### config.mk
export PLATFORM = sky130hd
export DESIGN_NAME = if_prefetch
export DESIGN_NICKNAME = d
export VERILOG_FILES = /design/src/rtl/if_prefetch.sv
export SDC_FILE = /design/constraint.sdc
export NUM_CORES = 1
export LEC_CHECK = 0
export BUFFER_PORTS_ARGS = -buffer_cell sky130_fd_sc_hd__buf_4
export CORE_MARGIN = 1.5
export CORE_UTILIZATION = 59
export DETAILED_ROUTE_END_ITERATION = 8
export GPL_ROUTABILITY_DRIVEN = 1
export GPL_TIMING_DRIVEN = 0
export PLACE_DENSITY = 0.8
export REMOVE_ABC_BUFFERS = 1
export SYNTH_ARGS = -nofsm -noshare
export SYNTH_HDL_FRONTEND = slang
export SYNTH_SLANG_ARGS = --single-unit
### constraint.sdc
create_clock -name clk_in -period 3.5 [get_ports clk_in]
set_input_delay 0.7 -clock clk_in [delete_from_list [all_inputs] [get_ports clk_in]]
set_output_delay 0.7 -clock clk_in [all_outputs]
set_load 0.05 [all_outputs]
### src/rtl/if_prefetch.sv
// Instruction-fetch stage with a DEPTH-entry prefetch queue between the I-cache and IF_ID.
// One I-cache request outstanding at a time; a jump flushes the queue and drops any in-flight response.
module if_prefetch #(
    parameter int unsigned          ADDR_W    = 32,
    parameter int unsigned          INST_W    = 32,
    parameter int unsigned          ICACHE_AW = 18,
    parameter int unsigned          DEPTH     = 4,
    parameter int unsigned          STALL_W   = 6,
    parameter int unsigned          PC_STEP   = 4,
    parameter logic [ADDR_W-1:0]    RESET_PC  = {ADDR_W{1'b0}}
) (
    input  logic                    clk_in,
    input  logic                    rst_in,
    input  logic                    rdy_in,
    input  logic [STALL_W-1:0]      stall_in,
    input  logic                    pcJump_in,
    input  logic [ADDR_W-1:0]       pcTarget_in,
    input  logic                    MEM_MCAccess_in,
    input  logic                    instE_in,
    input  logic [INST_W-1:0]       inst_in,
    output logic                    ICache_out,
    output logic [ICACHE_AW-1:0]    ICacheAddr_out,
    output logic                    instE_out,
    output logic [ADDR_W-1:0]       IF_pc_out,
    output logic [INST_W-1:0]       inst_out
);

    localparam int unsigned PTR_W = $clog2(DEPTH);
    localparam int unsigned CNT_W = $clog2(DEPTH + 1);
    localparam logic [CNT_W-1:0] DEPTH_C = CNT_W'(DEPTH);

    localparam logic [1:0] ST_IDLE = 2'd0;
    localparam logic [1:0] ST_WAIT = 2'd1;
    localparam logic [1:0] ST_DROP = 2'd2;

    logic [1:0]        state_r;
    logic [1:0]        state_nxt_s;
    logic [ADDR_W-1:0] fetch_pc_r;
    logic [ADDR_W-1:0] req_pc_r;
    logic [PTR_W-1:0]  rd_ptr_r;
    logic [PTR_W-1:0]  wr_ptr_r;
    logic [CNT_W-1:0]  count_r;
    logic [CNT_W-1:0]  count_nxt_s;
    logic [ADDR_W-1:0] pc_mem_r   [DEPTH];
    logic [INST_W-1:0] inst_mem_r [DEPTH];

    logic out_valid_s;
    logic pop_s;
    logic push_s;
    logic issue_s;
    logic unused_s;

    // Only the IF_ID-accept stall bit and the word-aligned part of the target matter here.
    assign unused_s = ^{stall_in[STALL_W-1:1], pcTarget_in[1:0]};

    assign out_valid_s = (count_r != {CNT_W{1'b0}}) && !pcJump_in;
    assign pop_s       = out_valid_s && !stall_in[0] && rdy_in;
    assign push_s      = (state_r == ST_WAIT) && instE_in && !pcJump_in;

    // Occupancy after this edge; a new request is only allowed if its response will fit.
    always_comb begin
        count_nxt_s = count_r;
        case ({push_s, pop_s})
            2'b10:   count_nxt_s = count_r + {{(CNT_W-1){1'b0}}, 1'b1};
            2'b01:   count_nxt_s = count_r - {{(CNT_W-1){1'b0}}, 1'b1};
            default: count_nxt_s = count_r;
        endcase
    end

    assign issue_s = ((state_r == ST_IDLE) || push_s) && (count_nxt_s < DEPTH_C)
                     && !MEM_MCAccess_in && !pcJump_in;

    // Request FSM next state; a jump with a response still pending must swallow it in DROP.
    always_comb begin
        state_nxt_s = state_r;
        if (pcJump_in) begin
            if (((state_r == ST_WAIT) || (state_r == ST_DROP)) && !instE_in) begin
                state_nxt_s = ST_DROP;
            end else begin
                state_nxt_s = ST_IDLE;
            end
        end else begin
            case (state_r)
                ST_IDLE: begin
                    if (issue_s) begin
                        state_nxt_s = ST_WAIT;
                    end else begin
                        state_nxt_s = ST_IDLE;
                    end
                end
                ST_WAIT: begin
                    if (instE_in) begin
                        state_nxt_s = issue_s ? ST_WAIT : ST_IDLE;
                    end else begin
                        state_nxt_s = ST_WAIT;
                    end
                end
                ST_DROP: begin
                    if (instE_in) begin
                        state_nxt_s = ST_IDLE;
                    end else begin
                        state_nxt_s = ST_DROP;
                    end
                end
                default: state_nxt_s = ST_IDLE;
            endcase
        end
    end

    // FSM state and fetch/request PCs.
    always_ff @(posedge clk_in or negedge rst_in) begin
        if (!rst_in) begin
            state_r    <= ST_IDLE;
            fetch_pc_r <= RESET_PC;
            req_pc_r   <= {ADDR_W{1'b0}};
        end else if (rdy_in) begin
            state_r <= state_nxt_s;
            if (pcJump_in) begin
                fetch_pc_r <= {pcTarget_in[ADDR_W-1:2], 2'b00};
            end else if (issue_s) begin
                req_pc_r   <= fetch_pc_r;
                fetch_pc_r <= fetch_pc_r + ADDR_W'(PC_STEP);
            end
        end
    end

    // Queue pointers and occupancy; a jump empties the queue.
    always_ff @(posedge clk_in or negedge rst_in) begin
        if (!rst_in) begin
            rd_ptr_r <= {PTR_W{1'b0}};
            wr_ptr_r <= {PTR_W{1'b0}};
            count_r  <= {CNT_W{1'b0}};
        end else if (rdy_in) begin
            if (pcJump_in) begin
                rd_ptr_r <= {PTR_W{1'b0}};
                wr_ptr_r <= {PTR_W{1'b0}};
                count_r  <= {CNT_W{1'b0}};
            end else begin
                if (push_s) begin
                    wr_ptr_r <= wr_ptr_r + {{(PTR_W-1){1'b0}}, 1'b1};
                end
                if (pop_s) begin
                    rd_ptr_r <= rd_ptr_r + {{(PTR_W-1){1'b0}}, 1'b1};
                end
                count_r <= count_nxt_s;
            end
        end
    end

    // Queue storage: each entry pairs a returned instruction with the PC it was fetched from.
    always_ff @(posedge clk_in or negedge rst_in) begin
        if (!rst_in) begin
            for (int i = 0; i < int'(DEPTH); i++) begin
                pc_mem_r[i]   <= {ADDR_W{1'b0}};
                inst_mem_r[i] <= {INST_W{1'b0}};
            end
        end else if (rdy_in && push_s) begin
            pc_mem_r[wr_ptr_r]   <= req_pc_r;
            inst_mem_r[wr_ptr_r] <= inst_in;
        end
    end

    assign ICache_out     = (state_r != ST_IDLE);
    assign ICacheAddr_out = ICache_out ? req_pc_r[ICACHE_AW-1:0] : {ICACHE_AW{1'b0}};
    assign instE_out      = out_valid_s;
    assign IF_pc_out      = out_valid_s ? pc_mem_r[rd_ptr_r] : {ADDR_W{1'b0}};
    assign inst_out       = out_valid_s ? inst_mem_r[rd_ptr_r] : {INST_W{1'b0}};

endmodule

==> out/results.tsv <==
metric	value	unit
use_met1	37.1	%
power_leakage	0.00822	uW
clk_pin_slew	0.06	ns
seq_area	7940	um^2
critPathArrivalTime	3.80	ns
grt.busiest_layer	met2	
grt_overflow_total	0	
die_area	26100	um^2
syn_inst	1062	
antennaDiodeCount	0	
grt_pass1_wl	52800	um
grt_util_met2	41.1	%
period_share	97.8	%
gp_congestion	0.852	
antenna_found_initial	0	
gr-usage-met3	3.90	%
postRouteAntennaNets	0	
core	24500	um^2
cts_made_buffers	35	
ys_async_sr_fraction	100	%
syn_to_final_growth	18.0	%
placedInstanceArea	16300	um^2
yosysTopAreaCellShare	53.6	%
cts-root-buf	clkbuf_16	
relSlewSlack	25.5	%
setup_slack	0.0786	ns
drive_gt1_share	44.9	%
setup_viol	0	
chipWidth	161	um
wirelength	32700	um
cp-start-kind	input port	
path_class	input port to register	
yosys-top-cells-area	dfrtp_1, mux2_2, mux4_2	
skew	0.0111	ns
vias_per_cell	6.17	
multi_input_area	6600	um^2
first_pass_iters	5	
syn_area	14800	um^2
synth.most_common_cell	dfrtp_1	
clk_path_buf_depth	3	
filler_cell_count	1629	
post-route-util	71.4	%
dp_hpwl	19800	um
ys_ff_latch	317	
synth_cell_type_count	52	
synth_commonest_cells	dfrtp_1, mux2_2, and2_1	
nets	1282	
rr_startpoint	count_r[2]	
die_h	161	um
htree_levels	2	
path_max_fanout	42	
slew_violations	0	
portBuffers	148	
yosysSeqAreaShare	53.6	%
grt_max_degree	123	
yosysTopAreaCell	dfrtp_1	
vias	9479	
tightest_slew	1.11	ns
max_clock_freq	0.292	GHz
timing.hold.ws	0.207	ns
cts.sink_count	317	
layout_min_cycle_time	3.42	ns
ff2ff_path_depth	13	
drc_errors	0	
rows	57	
ios	160	
routedWlPerCell	21.3	um
drtIter0Drc	830	
finalHoldViolCount	0	
track_usage	25.9	%
worst_setup_path_end_kind	register	
synth_edf_count	0	
hp-class	input port to asynchronous set/reset pin	
power_density	653	nW/um^2
status	finished, final reports clean	
cp.required	3.88	ns
synth_warnings	0	
grt_pass1_vias	9947	
avgSynthCellArea	13.9	um^2
start_util	60.5	%
dp_slack	-1.41	ns
r2r_setup_slack	0.16	ns
r2r-end	fetch_pc_r[26]	
clock_latency	0.51	ns
final_area	17500	um^2
maxCapViolations	0	
synth_top_flop_cell	dfrtp_1	
cts_tree	built	
peakVddDrop	434	uV
==> worst max-delay path, cell delays in order <==
cell,delay (ns)
buf_6,0.19
inv_8,0.16
nand2_2,0.14
or3_1,0.41
inv_2,0.12
ha_1,0.21
xor2_1,0.09
ha_1,0.19
a21oi_1,0.17
mux2_4,0.36
mux2i_4,0.23
buf_4,0.18
and3_2,0.22
a311oi_1,0.34
a211oi_1,0.09
==> power breakdown <==
part	internal, uW	switching, uW	total [uW]	leakage, uW
Combinational	1440	1040	2480	0.00355
Sequential	4720	725	5440	0.00413
Clock	2100	1390	3490	0.000545
Total	8260	3160	11400	0.00822
==> layout by cell type (no fill, tap or decap), types with 7 or more instances in the layout <==
cell type and n:
a21oi_1 27, a22oi_1 7, and2_1 65, buf_4 148, clkbuf_16 37, clkbuf_8 9, dfrtp_1 315, ha_1 13
inv_1 13, mux2_1 28, mux2_2 248, mux4_2 62, nand2_1 30, nand3_1 16, nor2_1 28, nor2b_1 18
o21ai_0 20, o22ai_1 12
==> worst max-delay path by stage <==
| stage | startpoint | end | slack (ns) |
|---|---|---|---|
| 2_1_floorplan | rd_ptr_r[0] | IF_pc_out[10] | -0.72 |
| 4_1_cts | pcJump_in | req_pc_r[19] | 0.03 |
| 3_3_place_gp | pcJump_in | IF_pc_out[22] | -2.20 |
| 3_5_place_dp | pcJump_in | fetch_pc_r[24] | -1.41 |
| 5_1_grt | pcJump_in | fetch_pc_r[24] | -0.003 |
| 6_report | pcJump_in | fetch_pc_r[26] | 0.08 |
==> area by class of cell <==
| cell class | instances | area share (%) |
|---|---|---|
| clock inverter | 6 | 0.186 |
| timing repair buffer | 160 | 7.86 |
| inverter | 15 | 0.365 |
| tap | 324 | 2.32 |
| clock buffer | 50 | 6.09 |
| multi-input combinational | 664 | 37.7 |
| sequential | 317 | 45.4 |
==> per-layer routing <==
metal	vias to the layer above	share of wire (%)
met4	0	2.0
met3	54	6.6
li1	4170	-
met5	-	0
met2	359	48
met1	4896	43
==> timing repair <==
item / 4_1_cts / 5_1_grt
setup endpoints to repair: 58 / 54
gates resized for setup: 8 / 8
buffers inserted: 3 / 0
hold buffers: 0 / 0
gates cloned: 1 / 0
pin swaps: 0 / 0
==> stage by stage <==
stage	total power, uW	std cells	TNS [ns]
after floorplan	7130	995	-53.30
after global placement	7770	1467	-880.36
after detailed placement	7940	1476	-67.42
after CTS	11500	1536	0
after global routing	12000	1536	-0.00318
final	11400	1536	0
==> state kept, by name, indices dropped and copies added (netlist names) <==
register	cells
count_r	3
req_pc_r	30
fetch_pc_r	30
rd_ptr_r	2
pc_mem_r	120
wr_ptr_r	2
inst_mem_r	128
state_r	2
==> cells by family (layout without fill, tap and decap cells) <==
group	Yosys count	in the layout	share of synthesized area, %
multiplexers	343	343	30.9
flip-flops	317	317	53.6
AND/OR/NAND/NOR	198	199	7.15
AO/OA/AOI/OAI	103	103	4.56
buffers and inverters	85	231	2.61
adder cells (fa/ha/maj)	13	13	1.10
XOR/XNOR	2	2	0.118
other	1	4	0.0253
(Power assumes the default switching activity.)
